## src/rtl/uart_rx_oversampled.sv

```systemverilog
// rtl/uart_rx_oversampled.sv - 16x oversampled UART receiver (8E1/8O1), valid/ack output, optional UART_RX_MAJORITY_VOTE_EN
module uart_rx_oversampled #(
    parameter int OS_DIV     = 325,
    parameter bit PARITY_ODD = 1'b0
) (
    input  logic       clock,
    input  logic       reset_n,
    input  logic       rx_in,
    input  logic       rx_ack,
    output logic [7:0] rx_data,
    output logic       rx_valid,
    output logic       parity_error,
    output logic       stop_bit_error,
    output logic       overrun_error,
    output logic       rx_busy
);

    typedef enum logic [2:0] {
        S_IDLE,
        S_START,
        S_DATA,
        S_PARITY,
        S_STOP
    } state_t;

    localparam logic [15:0] TICK_MAX = 16'(OS_DIV - 1);
`ifdef UART_RX_MAJORITY_VOTE_EN
    localparam logic [3:0] SC_DECIDE = 4'd8;
`else
    localparam logic [3:0] SC_DECIDE = 4'd7;
`endif

    state_t      state, state_next;
    logic        rx_meta, rs, rs_prev;
    logic [15:0] tcnt;
    logic [3:0]  sc;
    logic [2:0]  bit_idx;
    logic [7:0]  shreg;
    logic        perr;
    logic        tick, fall, start_det, decide, bit_val, complete;

    assign tick      = (tcnt == TICK_MAX);
    assign fall      = rs_prev & ~rs;
    assign start_det = (state == S_IDLE) & fall;
    assign decide    = tick & (sc == SC_DECIDE);

`ifdef UART_RX_MAJORITY_VOTE_EN
    logic v6, v7;

    always_ff @(posedge clock or negedge reset_n) begin
        if (!reset_n) begin
            v6 <= 1'b1;
            v7 <= 1'b1;
        end else if (tick) begin
            if (sc == 4'd6) v6 <= rs;
            if (sc == 4'd7) v7 <= rs;
        end
    end

    assign bit_val = (v6 & v7) | (v6 & rs) | (v7 & rs);
`else
    assign bit_val = rs;
`endif

    always_comb begin
        state_next = state;
        complete   = 1'b0;
        case (state)
            S_IDLE:   if (fall) state_next = S_START;
            S_START:  if (decide) state_next = bit_val ? S_IDLE : S_DATA;
            S_DATA:   if (decide && bit_idx == 3'd7) state_next = S_PARITY;
            S_PARITY: if (decide) state_next = S_STOP;
            S_STOP: begin
                if (decide) begin
                    state_next = S_IDLE;
                    complete   = 1'b1;
                end
            end
            default:  state_next = S_IDLE;
        endcase
    end

    always_ff @(posedge clock or negedge reset_n) begin
        if (!reset_n) begin
            state   <= S_IDLE;
            rx_meta <= 1'b1;
            rs      <= 1'b1;
            rs_prev <= 1'b1;
            tcnt    <= '0;
            sc      <= '0;
            bit_idx <= '0;
            shreg   <= '0;
            perr    <= 1'b0;
            rx_busy <= 1'b0;
        end else begin
            state   <= state_next;
            rx_meta <= rx_in;
            rs      <= rx_meta;
            rs_prev <= rs;
            rx_busy <= (state_next != S_IDLE);
            // Restarting the tick phase on the edge puts sc == 7 at mid-bit.
            if (start_det || tick) tcnt <= '0;
            else                   tcnt <= tcnt + 16'd1;
            if (start_det)  sc <= '0;
            else if (tick)  sc <= sc + 4'd1;
            if (decide) begin
                case (state)
                    S_START:  bit_idx <= '0;
                    S_DATA: begin
                        shreg   <= {bit_val, shreg[7:1]};
                        bit_idx <= bit_idx + 3'd1;
                    end
                    S_PARITY: perr <= (^shreg) ^ bit_val ^ PARITY_ODD;
                    default:  ;
                endcase
            end
        end
    end

    always_ff @(posedge clock or negedge reset_n) begin
        if (!reset_n) begin
            rx_data        <= '0;
            rx_valid       <= 1'b0;
            parity_error   <= 1'b0;
            stop_bit_error <= 1'b0;
            overrun_error  <= 1'b0;
        end else if (complete) begin
            rx_data        <= shreg;
            parity_error   <= perr;
            stop_bit_error <= ~bit_val;
            rx_valid       <= 1'b1;
            // An ack in the same cycle frees the slot, so only an unacked held byte overruns.
            if (rx_valid && !rx_ack) overrun_error <= 1'b1;
        end else if (rx_ack && rx_valid) begin
            rx_valid      <= 1'b0;
            overrun_error <= 1'b0;
        end
    end

endmodule

```

## config.mk

```make
export PLATFORM = sky130hd
export DESIGN_NAME = uart_rx_oversampled
export DESIGN_NICKNAME = d
export VERILOG_FILES = /design/src/rtl/uart_rx_oversampled.sv
export SDC_FILE = /design/constraint.sdc
export NUM_CORES = 1
export LEC_CHECK = 0
export CAP_MARGIN = 10
export CORE_MARGIN = 10
export CORE_UTILIZATION = 62
export CTS_CLUSTER_SIZE = 12
export DETAILED_ROUTE_END_ITERATION = 10
export PLACE_DENSITY_LB_ADDON = 0.3
export SYNTH_ARGS = -nofsm -noshare
export SYNTH_HDL_FRONTEND = slang
export SYNTH_SLANG_ARGS = --single-unit
export TNS_END_PERCENT = 100
```

## constraint.sdc

```tcl
create_clock -name clock -period 3.2 [get_ports clock]
set_input_delay 0.64 -clock clock [delete_from_list [all_inputs] [get_ports clock]]
set_output_delay 0.64 -clock clock [all_outputs]
set_load 0.05 [all_outputs]
```

After elaboration in Yosys (flattened, before gate mapping)
Index checks and enable logic that the tools add are counted.
{ "classes": {"n_reduce_logical": 15, "n_eq_ne": 8, "n_addsub": 3, "mux": 17, "n_bitwise": 5} }
{ "op_table": {"columns": ["cell", "count"], "rows": [
  ["adder 16 x 1 -> 16 bit (second input constant)", 1],
  ["equality test 16 x 9 -> 1 bit (second input constant)", 1],
  ["2-to-1 mux 16 bit", 1],
  ["2-to-1 mux 3 bit", 5],
  ["case mux 3 bit (5 select lines)", 1],
  ["2-to-1 mux 4 bit", 2],
  ["AND reduction 2 bit", 4],
  ["XOR reduction 8 bit", 1],
  ["equality test 3 x 2 -> 1 bit (second input constant)", 2],
  ["equality test 3 bit (second input constant)", 2],
  ["2-to-1 mux 1 bit", 6],
  ["case mux 3 bit (2 select lines)", 1],
  ["nonzero test 2 bit", 3],
  ["adder 4 x 1 -> 4 bit (second input constant)", 1],
  ["equality test 4 x 3 -> 1 bit (second input constant)", 1],
  ["adder 3 x 1 -> 3 bit (second input constant)", 1],
  ["AND 1 bit", 3],
  ["equality test 3 x 1 -> 1 bit (second input constant)", 1],
  ["logical AND 1 bit", 3],
  ["logical NOT 3 bit", 1],
  ["nonzero test 3 bit", 1],
  ["2-to-1 mux 2 bit", 1],
  ["!= test 2 x 1 -> 1 bit (second input constant)", 1],
  ["logical NOT 1 bit", 1],
  ["3 further kinds", 3]
]} }
{ "totals": {"wordCells": 63, "in_bits": 4, "out_inout_bits": 13, "ff_bits": 51} }

Longest topological paths before layout
{ "depth": {"word_depth": 6, "mapped_depth": 8, "depth_no_buf": 7} }

Least setup slack after synthesis
Ideal clock, no wire load.
{ "synth_path": {"kind": "reg-to-reg", "from": "reg tcnt[0]", "to": "reg rx_busy", "path_buffers": 1, "period_less_slack_ns": 2.113, "setup_time_ns": 0.138, "path_stages_with_launch": 9, "t_required_ns": 3.062, "setup_slack_ns": 1.087, "arrival_time_ns": 1.975, "cell_sequence": "dfrtp_1 > inv_1 > ha_1 > and4bb_2 > and4_1 > buf_4 > nand3_2 > mux2_4 > or4b_1"} }
{ "synth_between": {"elab_chain_cells": 6, "elab_cells_between_ends": 9, "classes_between": "eq/ne: 1; mux: 5; bitwise: 1; reduce/logical: 2"} }
{ "synth_rtl": {"columns": ["item", "line", "source"], "rows": [
  ["start, declared", "35", "logic [15:0] tcnt;"],
  ["start signal, assigned", "103", "else tcnt <= tcnt + 16'd1;"],
  ["equality test 16 x 9 -> 1 bit *", "42", "assign tick = (tcnt == TICK_MAX);"],
  ["AND 1 bit *", "45", "assign decide = tick & (sc == SC_DECIDE);"],
  ["logical AND 1 bit", "71", "S_DATA: if (decide && bit_idx == 3'd7) state_next = S_PARITY;"],
  ["2-to-1 mux 3 bit", "71", null],
  ["case mux 3 bit (5 select lines) *", "68", "case (state)"],
  ["net state_next[1]", "33", "state_t state, state_next;"],
  ["nonzero test 3 bit *", "100", "rx_busy <= (state_next != S_IDLE);"],
  ["end signal, assigned", "100", null],
  ["end, declared", "15", "output logic rx_busy"]
]} }
Mark *: on every way through the listed nets, which the timed path passes. The rest lies on a longest branch.
A chain may end at the register's enable or synchronous reset.

Worst setup path in the final report
{ "layout_path": {"from": "reg tcnt[0]", "to": "reg shreg[4]"} }
{ "layout_between": {"elab_chain_cells": 3} }
{ "layout_rtl": {"columns": ["item", "line", "source"], "rows": [
  ["equality test 16 x 9 -> 1 bit", "42", null],
  ["AND 1 bit", "45", null],
  ["AND reduction 2 bit (no line)", null, null],
  ["end signal, assigned", "110", "shreg <= {bit_val, shreg[7:1]};"],
  ["end, declared", "38", "logic [7:0] shreg;"]
]} }
No other way between the ends.

==> impl.org <==
** GRT
- The via count of the first global-routing pass was between 1500 and 2000.
- Combined global-route utilization of all metal layers :: 0.138
- Final global-route overflow total :: 0
- The initial antenna violation count came to 0.
- Entering global routing, the biggest net connects between 50 and 60 pins.
- The first global-routing pass estimated ~7400 um of wire.

** Synthesis
- Counting flops and latches in the post-synthesis netlist gives 51.
- Synth cell types :: around 40
- Cell taking the most area after synthesis :: sky130_fd_sc_hd__dfrtp_1
- The share of synthesized area in the top cell type comes to 0.501.
- Yosys attributes the largest share of cell area to sky130_fd_sc_hd__dfrtp_1 50%, sky130_fd_sc_hd__mux2_2 8.5%, sky130_fd_sc_hd__xnor2_1 5.5%.
- Sequential share of the synthesized area :: 0.534
- The synthesized netlist occupies a cell area of 0.00240 mm2.
- Mapped Avg Cell Area :: 11.4 um2
- Synthesis produced 210 cells.
- Number of warnings issued by yosys :: 0
- Post-Syn Nets :: 219

** Floorplanning
- For this configuration, the core starts out at a cell density of 0.650.
- The region available for standard cell placement spans roughly 0.0037 mm2.
- The die is a little over 80 um wide.
- Overall die height :: about 82 um
- Area of the die :: 0.00675 mm2
- The floorplan has 22 rows.
- Io pins :: 17

** Place
- Half-perimeter wire length after placement :: 3140 um
- Routability-driven placement finished with a final weighted congestion of between 0.8 and 0.9.
- Number of port buffers :: 16

** Critical path
- Cell-by-cell trace of the critical path :: inv_1 -> ha_1 -> nor4bb_1 -> and4_1 -> nand2_1 -> nor4b_4 -> mux2_2
- STA classifies the critical path startpoint as a register.
- Crit path required time :: ~3.4 ns
- FF-to-FF path depth :: 7
- Kind of critical path :: reg2reg
- Capture instance of the worst register-to-register path :: shreg[4]
- Setup slack on the worst flop-to-flop path :: about 0.82 ns
- Worst path max stage delay :: 0.52 ns
- Critical Path Fanout Max :: 8
- Worst setup path end :: shreg[4]
- Slowest stage cell, crit path :: sky130_fd_sc_hd__nor4b_4
- Start point of the critical path :: tcnt[0]
- Critical Path AT :: 2.57 ns
- In this run the critical register-to-register path is launched from tcnt[0].
- The worst setup path is captured at a register.

** Routing
- Post-route antenna net violation count :: 0
- Number of DRC violations after detailed-routing iteration 0 :: between 60 and 70
- Average via count per standard cell :: about 5.8
- After detailed routing, the total wire length is between 4000 and 5000 um.
- The routed layout has ~1600 vias.
- Average wire per standard cell :: between 15 and 20 um
- The pre-antenna-repair detailed-routing pass consisted of 4 iterations.
- DRC violations left :: 0

** Timing
- Final Hold Slack :: ~0.36 ns
- Total negative setup slack :: 0 ns
- Setup violations remaining at the end of the flow were counted as 0.
- For this run, the top clock speed supported by timing is about 420 MHz.
- In the finished design, the share of the clock period the worst path needs comes to 0.743.
- The hold violation total from the final report was 0.
- Unrepaired setup endpoints after global routing :: false
- The worst pin sits at a relative slew slack of 0.296.
- The routed design could run at a clock period as short as 2.38 ns.
- The count of final max-slew check failures is 0.
- For the pin with the worst max-slew slack, the measured transition is around 1.1 ns.
- Worst clock skew on the final layout :: between 0.008 and 0.009 ns

** Layout
- For this run, the post-layout net count is 238.
- Utilization of the core after routing :: 0.732
- Antenna diode count :: 0
- Layout overhead on the synthesized area :: 12.6%
- Number of fill cells :: 258
- In the final layout, the share of cells above drive strength 1 is 0.165.

** Flow run
- Max-Cap Viols :: 0

** Clocking
- CTS saw between 50 and 60 sinks.
- Reg clk slew, reported paths :: 0.08 ns
- Worst skew pair latency :: 0.30 ns
- Maximum count of clock buffers along a single path :: 2
- TritonCTS Buffers :: 5
- CTS built an H-tree with a depth of 2.
- CTS-repair resized insts :: 0
- Post-CTS setup buffer count :: 0
- CTS tree :: built
- CTS hold repair buffers :: 0
- CTS placed an instance of sky130_fd_sc_hd__clkbuf_8 at the clock tree root.

** Power and ir drop
- For this design the ratio of total power to cell area is about 490 mW/mm2.
- VDD sags by at most approximately 480 uV.
- Leak pwr :: between 1 and 1.5 nW

** Worst hold path
- Origin of the worst min-delay path :: rx_meta
- Number of cells traversed by the worst hold path :: 0
- Tightest Hold Check Type :: reg2reg

** Outcome
- The flow ran to the end, and the final reports show no timing, DRC or antenna violations.
-- kinds of logic (layout without fill, tap and decap cells) --
family / count (synthesis) / count (layout) / synth area share
buffers and inverters: 12 / 32 / 0.0209
and+or+nand+nor: 83 / 83 / 0.197
muxes: 20 / 20 / 0.0950
AOI/OAI and AO/OA: 15 / 15 / 0.0392
adders and majority gates: 5 / 5 / 0.0261
xor gates and xnor gates: 24 / 24 / 0.0877
DFF: 51 / 51 / 0.534
-- registers in the layout, summed over array words and instances (netlist names) --
| signal | flops |
|---|---|
| sc | 4 |
| state | 3 |
| rx_meta | 1 |
| bit_val | 1 |
| rx_valid | 1 |
| perr | 1 |
| rx_busy | 1 |
| bit_idx | 3 |
| stop_bit_error | 1 |
| rx_data | 8 |
| shreg | 8 |
| parity_error | 1 |
| overrun_error | 1 |
| rs_prev | 1 |
| tcnt | 16 |
-- final cells by class --
cell class,count,area (um2),share of cell area
multi-input combinational,147,1070,0.395
sequential,51,1280,0.474
inverter,7,26.3,0.00974
clock inverter,1,7.51,0.00278
timing repair buffer,17,163,0.0603
clock buffer,7,96.3,0.0357
tap,48,60.1,0.0223
-- metrics by stage --
step / power [mW] / setup slack, ns / std cells / cell area (um2)
CTS: 1.33 / 0.837 / 278 / 2700
finish: 1.32 / 0.821 / 278 / 2700
detailed placement: 0.932 / 0.835 / 270 / 2590
floorplan: 0.875 / 1.09 / 210 / 2400
global route: 1.39 / 0.619 / 278 / 2700
global placement: 0.922 / 0.991 / 270 / 2590
-- cell usage after synthesis --
library cell,instances
sky130_fd_sc_hd__dfrtp_1,48
sky130_fd_sc_hd__nor2_1,22
sky130_fd_sc_hd__mux2_2,18
sky130_fd_sc_hd__nand2_1,15
sky130_fd_sc_hd__xnor2_1,15
sky130_fd_sc_hd__nand3_1,10
sky130_fd_sc_hd__xor2_1,9
sky130_fd_sc_hd__inv_1,7
sky130_fd_sc_hd__nor3_1,6
sky130_fd_sc_hd__ha_1,5
sky130_fd_sc_hd__a21oi_1,4
sky130_fd_sc_hd__and3_1,4
sky130_fd_sc_hd__o21ai_0,4
sky130_fd_sc_hd__a22o_1,3
sky130_fd_sc_hd__clkbuf_1,3
sky130_fd_sc_hd__dfstp_2,3
sky130_fd_sc_hd__nand4_1,3
sky130_fd_sc_hd__and4_1,2
sky130_fd_sc_hd__nand2b_1,2
sky130_fd_sc_hd__nor3b_1,2
sky130_fd_sc_hd__nor4_1,2
sky130_fd_sc_hd__nor4b_2,2
sky130_fd_sc_hd__o22ai_1,2
sky130_fd_sc_hd__or3_1,2
sky130_fd_sc_hd__a31oi_1,1
sky130_fd_sc_hd__and2_1,1
sky130_fd_sc_hd__and4bb_2,1
sky130_fd_sc_hd__buf_2,1
sky130_fd_sc_hd__buf_4,1
sky130_fd_sc_hd__mux2_4,1
sky130_fd_sc_hd__mux2i_1,1
sky130_fd_sc_hd__nand3_2,1
sky130_fd_sc_hd__nand3b_1,1
sky130_fd_sc_hd__nor2b_1,1
sky130_fd_sc_hd__nor4b_1,1
sky130_fd_sc_hd__nor4b_4,1
sky130_fd_sc_hd__nor4bb_1,1
sky130_fd_sc_hd__o41ai_1,1
sky130_fd_sc_hd__or2_2,1
sky130_fd_sc_hd__or4_1,1
sky130_fd_sc_hd__or4b_1,1
-- layout by cell type (no fill, tap or decap), types with 5 or more instances in the layout --
cell / count
sky130_fd_sc_hd__xor2_1: 9
sky130_fd_sc_hd__ha_1: 5
sky130_fd_sc_hd__nor3_1: 6
sky130_fd_sc_hd__nor2_1: 22
sky130_fd_sc_hd__dfrtp_1: 48
sky130_fd_sc_hd__clkdlybuf4s50_1: 15
sky130_fd_sc_hd__nand3_1: 10
sky130_fd_sc_hd__clkbuf_8: 7
sky130_fd_sc_hd__mux2_2: 18
sky130_fd_sc_hd__nand2_1: 15
sky130_fd_sc_hd__xnor2_1: 15
sky130_fd_sc_hd__inv_1: 7
-- how the worst min path moves through the flow --
stage / endpoint / slack (ns)
3_5_place_dp: bit_val / 0.35
3_3_place_gp: bit_val / 0.35
5_1_grt: bit_val / 0.37
6_report: bit_val / 0.36
2_1_floorplan: bit_idx[0] / 0.34
4_1_cts: bit_val / 0.37
-- worst max-delay path: cells and delay by family (launching register included) --
family,cells,cell delay (ns)
muxes,1,0.39
and+or+nand+nor,4,1.21
buffers and inverters,1,0.08
DFF,1,0.43
adders and majority gates,1,0.16
-- per-layer routing --
layer / vias to the layer above / global-route usage / part of all wire
met5: - / 0 / 0
met2: 32 / 0.234 / 0.49
met1: 800 / 0.160 / 0.44
li1: 766 / - / -
met4: 0 / 0.0510 / 0.013
met3: 5 / 0.0421 / 0.051
-- power by group --
group          switching (mW)  internal (mW)
registers              0.0653          0.691
clock network           0.203          0.197
logic                  0.0900         0.0761
Note: power is estimated with default switching activity, not from simulation.
